## config.mk

```make
export PLATFORM = sky130hd
export DESIGN_NAME = fp_norm_round_pipe
export DESIGN_NICKNAME = d
export VERILOG_FILES = /design/src/rtl/fp_pkg.sv /design/src/rtl/fp_norm_round_pipe_lzc.sv /design/src/rtl/fp_norm_round_pipe.sv
export SDC_FILE = /design/constraint.sdc
export NUM_CORES = 1
export LEC_CHECK = 0
export ABC_CLOCK_PERIOD_IN_PS = 5500
export CORE_MARGIN = 2
export CORE_UTILIZATION = 38
export DETAILED_ROUTE_END_ITERATION = 10
export DONT_BUFFER_PORTS = 1
export PLACE_DENSITY_LB_ADDON = 0.1
export SLEW_MARGIN = 20
export SYNTH_ARGS = -nofsm -noshare
export SYNTH_HDL_FRONTEND = slang
export SYNTH_SLANG_ARGS = --single-unit
```

## constraint.sdc

```tcl
create_clock -name clk -period 5.5 [get_ports clk]
set_clock_uncertainty 0.2 [all_clocks]
set_input_delay 0.55 -clock clk [delete_from_list [all_inputs] [get_ports clk]]
set_output_delay 0.55 -clock clk [all_outputs]
set_load 0.02 [all_outputs]
```

## src/rtl/fp_pkg.sv

```systemverilog
// Shared types and constants for the FP add/sub normalize/round back end.
package fp_pkg;

  localparam int unsigned EXP_BITS_DEF  = 8;
  localparam int unsigned MANT_BITS_DEF = 23;

  typedef enum logic [1:0] {
    RM_RNE = 2'b00,
    RM_RTZ = 2'b01,
    RM_RUP = 2'b10,
    RM_RDN = 2'b11
  } rm_e;

  typedef struct packed {
    logic overflow;
    logic underflow;
    logic inexact;
  } flags_t;

  // Exponent field value reserved for inf/NaN.
  function automatic int unsigned exp_all_ones(input int unsigned eb);
    return (1 << eb) - 1;
  endfunction

  // Exponent field of the largest finite value.
  function automatic int unsigned exp_max_finite(input int unsigned eb);
    return exp_all_ones(eb) - 1;
  endfunction

endpackage

```

## src/rtl/fp_norm_round_pipe_lzc.sv

```systemverilog
// Parametrised leading-zero counter; count = W when the input is all zero.
module fp_lzc #(
  parameter int unsigned W = 26
) (
  input  logic [W-1:0]           value,
  output logic [$clog2(W+1)-1:0] count,
  output logic                   all_zero
);

  localparam int unsigned CW = $clog2(W + 1);

  // Scan upward so the highest set bit wins the last assignment.
  always_comb begin
    count = CW'(W);
    for (int unsigned i = 0; i < W; i++) begin
      if (value[i]) count = CW'(W - 1 - i);
    end
  end

  assign all_zero = ~|value;

endmodule

```

## src/rtl/fp_norm_round_pipe.sv

```systemverilog
// Two-stage normalize (S1) and round/pack (S2) back end with valid/ready on both sides.
module fp_norm_round_pipe
  import fp_pkg::*;
#(
  parameter int unsigned EXP_BITS  = EXP_BITS_DEF,
  parameter int unsigned MANT_BITS = MANT_BITS_DEF,
  parameter int unsigned WIDTH     = 1 + EXP_BITS + MANT_BITS
) (
  input  logic                 clk,
  input  logic                 rst,
  input  logic                 in_valid,
  output logic                 in_ready,
  input  logic                 in_sign,
  input  logic [EXP_BITS-1:0]  in_exp,
  input  logic [MANT_BITS+4:0] in_mant,
  input  logic [1:0]           in_rm,
  output logic                 out_valid,
  input  logic                 out_ready,
  output logic [WIDTH-1:0]     out_result,
  output logic                 out_overflow,
  output logic                 out_underflow,
  output logic                 out_inexact
);

  localparam int unsigned M  = MANT_BITS;
  localparam int unsigned EW = EXP_BITS + 1;   // headroom for +1 on carry and on round
  localparam int unsigned SW = MANT_BITS + 4;  // hidden, fraction, G, R, S
  localparam int unsigned LW = MANT_BITS + 3;  // hidden, fraction, G, R
  localparam int unsigned CW = $clog2(LW + 1);

  localparam logic [EW-1:0]       E_ONES   = EW'(exp_all_ones(EXP_BITS));
  localparam logic [EXP_BITS-1:0] F_ONES   = EXP_BITS'(exp_all_ones(EXP_BITS));
  localparam logic [EXP_BITS-1:0] F_MAXFIN = EXP_BITS'(exp_max_finite(EXP_BITS));

  if (WIDTH != 1 + EXP_BITS + MANT_BITS) begin : g_width_check
    $error("fp_norm_round_pipe: WIDTH must equal 1+EXP_BITS+MANT_BITS");
  end

  // ---------------- handshake ----------------
  logic s1_valid, s2_valid, rdy_en, s1_adv, s2_adv;

  assign s2_adv    = !s2_valid || out_ready;
  assign s1_adv    = !s1_valid || s2_adv;
  assign in_ready  = rdy_en && s1_adv;
  assign out_valid = s2_valid;

  // Hold in_ready low during reset and for the first edge after release.
  always_ff @(posedge clk or posedge rst) begin
    if (rst) rdy_en <= 1'b0;
    else     rdy_en <= 1'b1;
  end

  // ---------------- S1 normalize ----------------
  logic [CW-1:0] lz_count;
  logic          lz_zero;
  logic [EW-1:0] e_in, sh_lim, sh, e_norm;
  logic [SW-1:0] sig_norm;
  logic          zero_in;

  fp_lzc #(.W(LW)) u_lzc (
    .value    (in_mant[M+3:1]),
    .count    (lz_count),
    .all_zero (lz_zero)
  );

  // Carry shifts right into sticky; otherwise shift left, limited so e never drops below 1.
  always_comb begin
    e_in    = (in_exp == '0) ? EW'(1) : {1'b0, in_exp};
    sh_lim  = e_in - EW'(1);
    sh      = (EW'(lz_count) < sh_lim) ? EW'(lz_count) : sh_lim;
    zero_in = !in_mant[M+4] && lz_zero && !in_mant[0];
    if (in_mant[M+4]) begin
      sig_norm = {in_mant[M+4:2], |in_mant[1:0]};
      e_norm   = e_in + EW'(1);
    end else begin
      sig_norm = {in_mant[M+3:1] << sh, in_mant[0]};
      e_norm   = e_in - sh;
    end
  end

  logic          s1_sign, s1_zero;
  logic [EW-1:0] s1_e;
  logic [SW-1:0] s1_sig;
  rm_e           s1_rm;

  // S1 register: capture a normalised beat whenever S1 can advance.
  always_ff @(posedge clk or posedge rst) begin
    if (rst) begin
      s1_valid <= 1'b0;
      s1_sign  <= 1'b0;
      s1_zero  <= 1'b0;
      s1_e     <= '0;
      s1_sig   <= '0;
      s1_rm    <= RM_RNE;
    end else if (s1_adv) begin
      s1_valid <= in_valid && in_ready;
      if (in_valid && in_ready) begin
        s1_sign <= in_sign;
        s1_zero <= zero_in;
        s1_e    <= e_norm;
        s1_sig  <= sig_norm;
        s1_rm   <= rm_e'(in_rm);
      end
    end
  end

  // ---------------- S2 round / pack ----------------
  logic [M:0]          mant_pre, mant_rnd;
  logic [M+1:0]        mant_sum;
  logic                g_bit, r_bit, s_bit, lsb, any_lost, inc, ovf, to_inf;
  logic [EW-1:0]       e_rnd;
  logic [EXP_BITS-1:0] exp_field;
  logic [WIDTH-1:0]    result_next;
  flags_t              flags_next, flags_q;

  // Mode-dependent increment, carry-out renormalise, then overflow/zero override.
  always_comb begin
    mant_pre = s1_sig[SW-1:3];
    g_bit    = s1_sig[2];
    r_bit    = s1_sig[1];
    s_bit    = s1_sig[0];
    lsb      = s1_sig[3];
    any_lost = g_bit || r_bit || s_bit;
    case (s1_rm)
      RM_RNE:  inc = g_bit && (r_bit || s_bit || lsb);
      RM_RTZ:  inc = 1'b0;
      RM_RUP:  inc = !s1_sign && any_lost;
      RM_RDN:  inc = s1_sign && any_lost;
      default: inc = 1'b0;
    endcase
    mant_sum = {1'b0, mant_pre} + (M+2)'(inc);
    if (mant_sum[M+1]) begin
      mant_rnd = mant_sum[M+1:1];
      e_rnd    = s1_e + EW'(1);
    end else begin
      mant_rnd = mant_sum[M:0];
      e_rnd    = s1_e;
    end
    ovf       = (e_rnd >= E_ONES);
    to_inf    = (s1_rm == RM_RNE) || (s1_rm == RM_RUP && !s1_sign) || (s1_rm == RM_RDN && s1_sign);
    exp_field = mant_rnd[M] ? e_rnd[EXP_BITS-1:0] : '0;
    flags_next = '0;
    if (s1_zero) begin
      result_next = {s1_sign, {(WIDTH-1){1'b0}}};
    end else if (ovf) begin
      flags_next.overflow = 1'b1;
      flags_next.inexact  = 1'b1;
      result_next = to_inf ? {s1_sign, F_ONES, {M{1'b0}}} : {s1_sign, F_MAXFIN, {M{1'b1}}};
    end else begin
      flags_next.inexact   = any_lost;
      flags_next.underflow = any_lost && (exp_field == '0);
      result_next = {s1_sign, exp_field, mant_rnd[M-1:0]};
    end
  end

  // S2 register: outputs only change when S2 advances, so they hold under backpressure.
  always_ff @(posedge clk or posedge rst) begin
    if (rst) begin
      s2_valid   <= 1'b0;
      out_result <= '0;
      flags_q    <= '0;
    end else if (s2_adv) begin
      s2_valid <= s1_valid;
      if (s1_valid) begin
        out_result <= result_next;
        flags_q    <= flags_next;
      end
    end
  end

  assign out_overflow  = flags_q.overflow;
  assign out_underflow = flags_q.underflow;
  assign out_inexact   = flags_q.inexact;

endmodule

```

==> summary.txt, run 1 <==
Floorplan
  • Io pins: 80
  • Die Width: 138 um
  • Core Region: 17,400 sq um
  • Initial core utilization: 39.2%
  • Die H: 138 um
  • Die area: 19,000 sq um
  • Placement Rows: 48

Logic synthesis
  • Top-area cell type share of the netlist area: 28.6%
  • Ys async rst share: 100%
  • Yosys reg bits: 78
  • Post-Synth Simple-Gate Area: 25.9%
  • Synth Area in Adders: 3.59%
  • Synth Instances: 872
  • Syn_area_per_cell: 7.82 sq um
  • Synth cell types: 89
  • Register area share after synthesis: 28.6%
  • Post-synth design cell area: 6820 sq um
  • Top cells by area, synth: dfrtp_1, nand2_1, nand3_1
  • Syn nets: 934
  • Dominant synthesized flop cell: dfrtp_1
  • Main combinational cell family by area after synthesis: compound AO/OA/AOI/OAI gates
  • Mux cell area share after synthesis: 3.76%
  • Area leader, netlist: dfrtp_1
  • Complex-gate fraction of the synthesized area: 28.0%
  • Yosys warns: 0
  • XOR/XNOR Fraction of Synth Area: 4.88%
  • Post-synth EDFFs: 0

Worst setup path
  • Largest stage delay, worst path: 0.44 ns
  • Crit path max-delay family: compound AO/OA/AOI/OAI gates
  • Startpoint Class: input pin
  • CP Depth: 25
  • CP Class: in2reg
  • Worst Setup End Kind: flip-flop
  • CP arrival: 5.07 ns
  • Worst path bufs/invs: 3
  • Worst path required time: 5.47 ns
  • Critical-path maximum fanout: 5
  • Reg2Reg Depth: 17
  • Crit path max-delay cell type: a2111o_1

Power
  • Pwr dens: 299 nW/um^2
  • Pleak: 3.13 nW
  • Max VDD drop: 0.000230 V

Timing
  • Worst Hold Slack: 0.123 ns
  • Setup TNS: 0 ns
  • Fin. Hold Viols: 0
  • Endpoints failing setup: 0
  • Final setup margin: 0.399 ns
  • Max Slew Vio Count: 0
  • Peak Freq: 0.196 GHz
  • RSZ-0062 raised after global routing: false
  • Period utilisation layout: 92.7%
  • Max-slew headroom: 28.2%
  • Tmin final: 5.10 ns
  • Slew @ Worst Pin: 1.07 ns

Routing
  • Initial drt markers: 519
  • DRT Pass-1 Iters: 5
  • Final WL: 24.3 mm
  • DRC viols: 0
  • Vias post-DR: 6,801
  • Via density: 6.23
  • Final ANT Viol Nets: 0
  • Routed WL per cell: 22.2 um

Finish
  • Design Area, Final: 7470 sq um
  • # diodes: 0
  • Fin nets: 925
  • Commonest non-fill, non-tap cell in the layout: nand2_1
  • Most frequent cells in the layout: nand2_1, dfrtp_1, nor2_1
  • Final core utilization: 42.9%
  • Layout area overhead: 9.52%
  • Share of layout cells above drive strength 1: 11.4%
  • # fillers: 1,827

Global route
  • Pin count of the biggest net entering global routing: 58
  • Initial antenna violation count: 0
  • Vias in the first global route: 6,513
  • Wire length of the first global-routing pass: 37.5 mm
  • Total gr overflow: 0
  • GRT Total Usage: 25.8%

Worst hold path
  • HP Class: in2reg
  • Worst Hold Depth: 2

CTS
  • Sinks on Clock Net: 78
  • Clock buffer depth: 2
  • CTS tree: yes
  • Clk root buf: clkbuf_16
  • Post-CTS sizing: 0
  • Worst-path clk slew: 0.06 ns
  • Htree depth: 3
  • Inserted Clock Buffers: 9
  • Worst skew pair latency: 0.34 ns

Placed design
  • Detailed Place HPWL: 18.9 mm
  • Post-DP Area: 7170 sq um
  • Post-place setup slack: 0.0852 ns
  • Global placement routability congestion: 1.01
  • Port Buffers: 0

Run status
  • Outcome: completed

Run
  • Max Cap Viol: 0
[layer usage]
layer / up-vias / share of wire, % / global-route usage [%]
li1: 3204 / - / -
met1: 3306 / 46 / 34.6
met2: 252 / 46 / 42.5
met3: 39 / 5.6 / 3.51
met4: 0 / 2.7 / 9.30
met5: - / 0 / 0
[kinds of logic (layout without fill, tap and decap cells)]
logic type	Yosys count	count (layout)
fa+ha+maj	19	19
compound gates	267	267
other cells	1	1
mux	23	23
simple gates	359	359
flops	78	78
buf+inv	87	82
xor+xnor	38	38
[report_power, final]
group	switching [mW]	total, mW	internal, mW	leakage [nW]
logic	0.348	0.630	0.283	2.04
clock network	0.229	0.589	0.360	0.141
registers	0.285	1.01	0.729	0.954
total	0.862	2.23	1.37	3.13
[synth_stat cells, types with 3 or more instances]
cell / n
ha_1: 18
o211ai_1: 18
dfrtp_1: 78
or2_2: 3
a22o_1: 26
a221oi_1: 10
buf_1: 4
nor2_1: 70
and2_1: 9
a2bb2oi_1: 3
nor3_1: 21
xor2_1: 18
nand2b_1: 11
inv_2: 4
buf_2: 14
a211o_1: 5
and3_1: 17
mux2_2: 7
o31ai_1: 5
nand4_1: 11
o21ai_0: 57
inv_1: 20
a21oi_1: 50
a21o_1: 4
nor2b_1: 5
o21ai_1: 7
or3_1: 3
clkbuf_1: 44
mux2i_1: 13
and4_1: 3
o2111ai_1: 3
o21bai_1: 7
a31oi_1: 10
nand3_1: 62
xnor2_1: 20
a211oi_1: 10
a2111oi_0: 3
nand2_1: 115
nor4_1: 9
o211a_1: 7
o31a_1: 5
[timing repair]
action	4_1_cts	5_1_grt
setup buffers	0	0
endpoints found under the hold margin	21	0
setup endpoints to repair	0	0
hold buffers	1	0
[final cells by class]
type | count | area [sq um] | area share, %
multi-input combinational | 707 | 4530 | 60.7
sequential | 78 | 1950 | 26.1
timing repair buffer | 43 | 325 | 4.35
tap | 225 | 282 | 3.77
clock buffer | 11 | 243 | 3.25
inverter | 24 | 90.1 | 1.21
clock inverter | 4 | 47.5 | 0.636
[worst reg2reg max path, stage by stage, from the launching register on]
cell and delay (ns):
dfrtp_1 0.41, and2_1 0.17, ha_1 0.26, nor2b_1 0.13, o21ai_0 0.10, nand2_1 0.08
ha_1 0.16, ha_1 0.17, and3_1 0.22, nand4_1 0.30, nor4_4 0.33, nand2_1 0.17
nor3_1 0.30, xnor2_1 0.22, a211oi_1 0.11, o31ai_2 0.29, o21a_1 0.70, a22o_1 0.24
[sequential cells by signal (all words and copies together) (netlist names), 2 cells and up]
register    count
s1_e            9
s1_rm           2
s1_sig         27
out_result     32
[metrics by stage]
stage	power, mW	std cells
after floorplan	1.47	872
after global placement	1.63	1076
after detailed placement	1.65	1076
after CTS	2.24	1092
after global routing	2.38	1092
final	2.23	1092
[worst paths after layout]
kind                           start  slack, ns             end
max in group asynchronous        rst       3.53       s1_sig[4]
min in group asynchronous        rst       0.49    out_overflow
max reg2reg                 s1_rm[1]       0.89  out_result[14]
max                        in_exp[4]       0.40         s1_e[7]
min                         in_rm[0]       0.12        s1_rm[0]
min reg2reg                 s1_valid       0.33       out_valid
Note: power is estimated with default switching activity, not from simulation.
==> inputs of run 2 (changes only) <==
--- a/config.mk
+++ b/config.mk
@@ -11,4 +11,5 @@
 export DETAILED_ROUTE_END_ITERATION = 10
 export DONT_BUFFER_PORTS = 1
+export GPL_TIMING_DRIVEN = 0
 export PLACE_DENSITY_LB_ADDON = 0.1
 export SLEW_MARGIN = 20
==> constraint.sdc (replaced) <==
create_clock -name clk -period 5.5 [get_ports clk]
set_clock_uncertainty 0.2 [all_clocks]
set_input_delay 0.55 -clock clk [delete_from_list [all_inputs] [get_ports clk]]
set_output_delay 0.55 -clock clk [all_outputs]
set_load 0.1 [all_outputs]
==> run 2 against run 1 <==
Net effect:
- wire length is 2.2% lower
- final cell count is 3.1% higher
- cell area is 4.0% higher
- sequential share of layout area is 0.99 points lower
- clock power is 8.7% higher
- non-clock buffer count is 34 higher
- highest routed layer unchanged
- die area stayed put
- maximum frequency is 3.0% lower
==> summary.txt, run 2 (synthesis gave the netlist of run 1 again) <==
CTS
  • Clk root buf: clkbuf_16
  • Worst-path clk slew: 0.06 ns
  • Clock buffer depth: 2
  • Worst skew pair latency: 0.34 ns
  • CTS tree: yes
  • Sinks on Clock Net: 78
  • Inserted Clock Buffers: 9
  • Htree depth: 3

Routing
  • DRC viols: 0
  • DRT Pass-1 Iters: 5
  • Via density: 6.08
  • Initial drt markers: 489
  • Vias post-DR: 6,851
  • Final WL: 23.8 mm
  • Routed WL per cell: 21.1 um
  • Final ANT Viol Nets: 0

Global route
  • GRT Total Usage: 25.5%
  • Wire length of the first global-routing pass: 36.9 mm
  • Total gr overflow: 0
  • Vias in the first global route: 6,514
  • Initial antenna violation count: 0
  • Pin count of the biggest net entering global routing: 59

Floorplan
  • Die H: 138 um
  • Core Region: 17,400 sq um
  • Die area: 19,000 sq um
  • Die Width: 138 um
  • Io pins: 80
  • Placement Rows: 48
  • Initial core utilization: 39.2%

Worst hold path
  • HP Class: in2reg
  • Hold Path End: s1_rm[0]
  • Hold_sp: in_rm[0]
  • Worst Hold Depth: 2

Worst setup path
  • Start of the worst register-to-register path: s1_rm[1]
  • Critical-path maximum fanout: 11
  • CP arrival: 5.27 ns
  • Reg-to-Reg End: out_result[10]
  • CP Class: in2reg
  • Worst path required time: 5.51 ns
  • Reg2Reg Depth: 20
  • R2r setup slk: 0.41 ns
  • Startpoint Class: input pin
  • Worst Setup End Kind: flip-flop

Timing
  • Max-slew headroom: 31.4%
  • Period utilisation layout: 95.6%
  • Peak Freq: 0.190 GHz
  • Setup TNS: 0 ns
  • Tmin final: 5.26 ns
  • Max Slew Vio Count: 0
  • Slew @ Worst Pin: 1.03 ns
  • Endpoints failing setup: 0
  • Fin. Hold Viols: 0
  • Worst Hold Slack: 0.116 ns

Power
  • Pwr dens: 378 nW/um^2
  • Int Power: 1.42 mW
  • Max VDD drop: 0.000345 V
  • Comb pwr share: 23.1%
  • Switching power: 1.52 mW
  • Clk pwr share: 21.8%
  • Final Power: 2.94 mW
  • Pleak: 3.21 nW
  • Seq pwr share: 55.1%
  • Sw frac: 51.6%

Finish
  • Fin nets: 959
  • Final core utilization: 44.6%
  • Largest register FFs: 32
  • # fillers: 1,800
  • Share of layout cells above drive strength 1: 12.3%
  • # diodes: 0
  • Largest reg by FF count: out_result
  • Design Area, Final: 7770 sq um
  • Layout area overhead: 13.8%
  • Most frequent cells in the layout: nand2_1, dfrtp_1, nor2_1
  • Multi-input gate area: 4690 sq um
  • Commonest non-fill, non-tap cell in the layout: nand2_1
  • Biggest regs: out_result (32), s1_sig (27), s1_e (9)
  • Register Area: 1950 sq um

Placed design
  • Port Buffers: 0
  • Post-DP Area: 7140 sq um
  • Detailed Place HPWL: 18.6 mm
  • Global placement routability congestion: 0.986

Run
  • Max Cap Viol: 0

Run status
  • Outcome: completed
==> run 2: changes by cell type in the layout (fill, tap and decap cells not counted), moves of 3 or more <==
cell,change
buf_2,+10
a21oi_2,+6
a21oi_1,-6
clkbuf_1,+38
nor2_1,-4
buf_6,+3
nor2_2,+3
clkbuf_4,+3
buf_4,-26
==> run 2: final cells by class <==
| class | instances | share of cell area, % |
|---|---|---|
| tap | 225 | 3.62 |
| buffer | 59 | 3.43 |
| multi-input combinational | 707 | 60.4 |
| clock buffer | 11 | 3.25 |
| timing repair buffer | 18 | 2.08 |
| sequential | 78 | 25.1 |
| clock inverter | 4 | 0.902 |
| inverter | 24 | 1.22 |
==> run 2: repair_timing <==
action,CTS,global route
setup endpoints to repair,6,29
buffers inserted,6,10
pin swaps,3,10
gates cloned,0,0
hold endpoints to repair,20,0
resized for setup,17,36
hold buffers,1,0
==> run 2: worst max-delay path by stage <==
stage	start	endpoint	slack (ns)
final	in_mant[9]	s1_e[8]	0.24
after floorplan	in_mant[9]	s1_e[8]	0.04
after detailed placement	in_mant[5]	s1_e[8]	-1.21
after global routing	in_mant[9]	s1_e[8]	-0.02
after global placement	in_mant[16]	s1_e[8]	-1.28
after CTS	in_mant[9]	s1_e[7]	0.02
==> run 2: per-layer routing <==
layer  up-vias  wire length [um]  track usage, %
met5         -                 0               0
met4         0               925            11.0
met3        57              1500            3.29
met2       276             10600            40.9
met1      3235             10700            34.3
li1       3283                 -               -
==> run 2: power by group through the flow <==
stage	clock network (mW)	logic [mW]	registers, mW
after detailed placement	0	0.649	1.63
after CTS	0.650	0.660	1.62
after floorplan	0	0.506	1.58
after global placement	0	0.644	1.62
after global routing	0.670	0.756	1.65
final	0.640	0.680	1.62
==> run 2: critical path, stage by stage <==
cell and delay, ns:
buf_2 0.16, or4_1 0.51, o211a_1 0.21, o21ai_0 0.14
nand2_1 0.14, inv_1 0.10, ha_1 0.25, a21oi_2 0.19
o21ai_4 0.13, a2111oi_4 0.32, buf_4 0.21, buf_6 0.14
o21ai_4 0.09, nand2_4 0.11, inv_4 0.09, ha_2 0.32
nand2_1 0.09, fa_2 0.41, inv_1 0.08, a21oi_2 0.05
o21bai_1 0.19, a21oi_1 0.09, o21bai_1 0.20, a21o_1 0.16
a21oi_2 0.06, xor2_1 0.21, o21ai_1 0.08
==> run 2: stage by stage <==
stage | setup WS, ns | std cells
finish | 0.240 | 1126
global route | -0.0220 | 1126
CTS | 0.0217 | 1119
detailed placement | -1.21 | 1098
global placement | -1.28 | 1097
floorplan | 0.0380 | 872
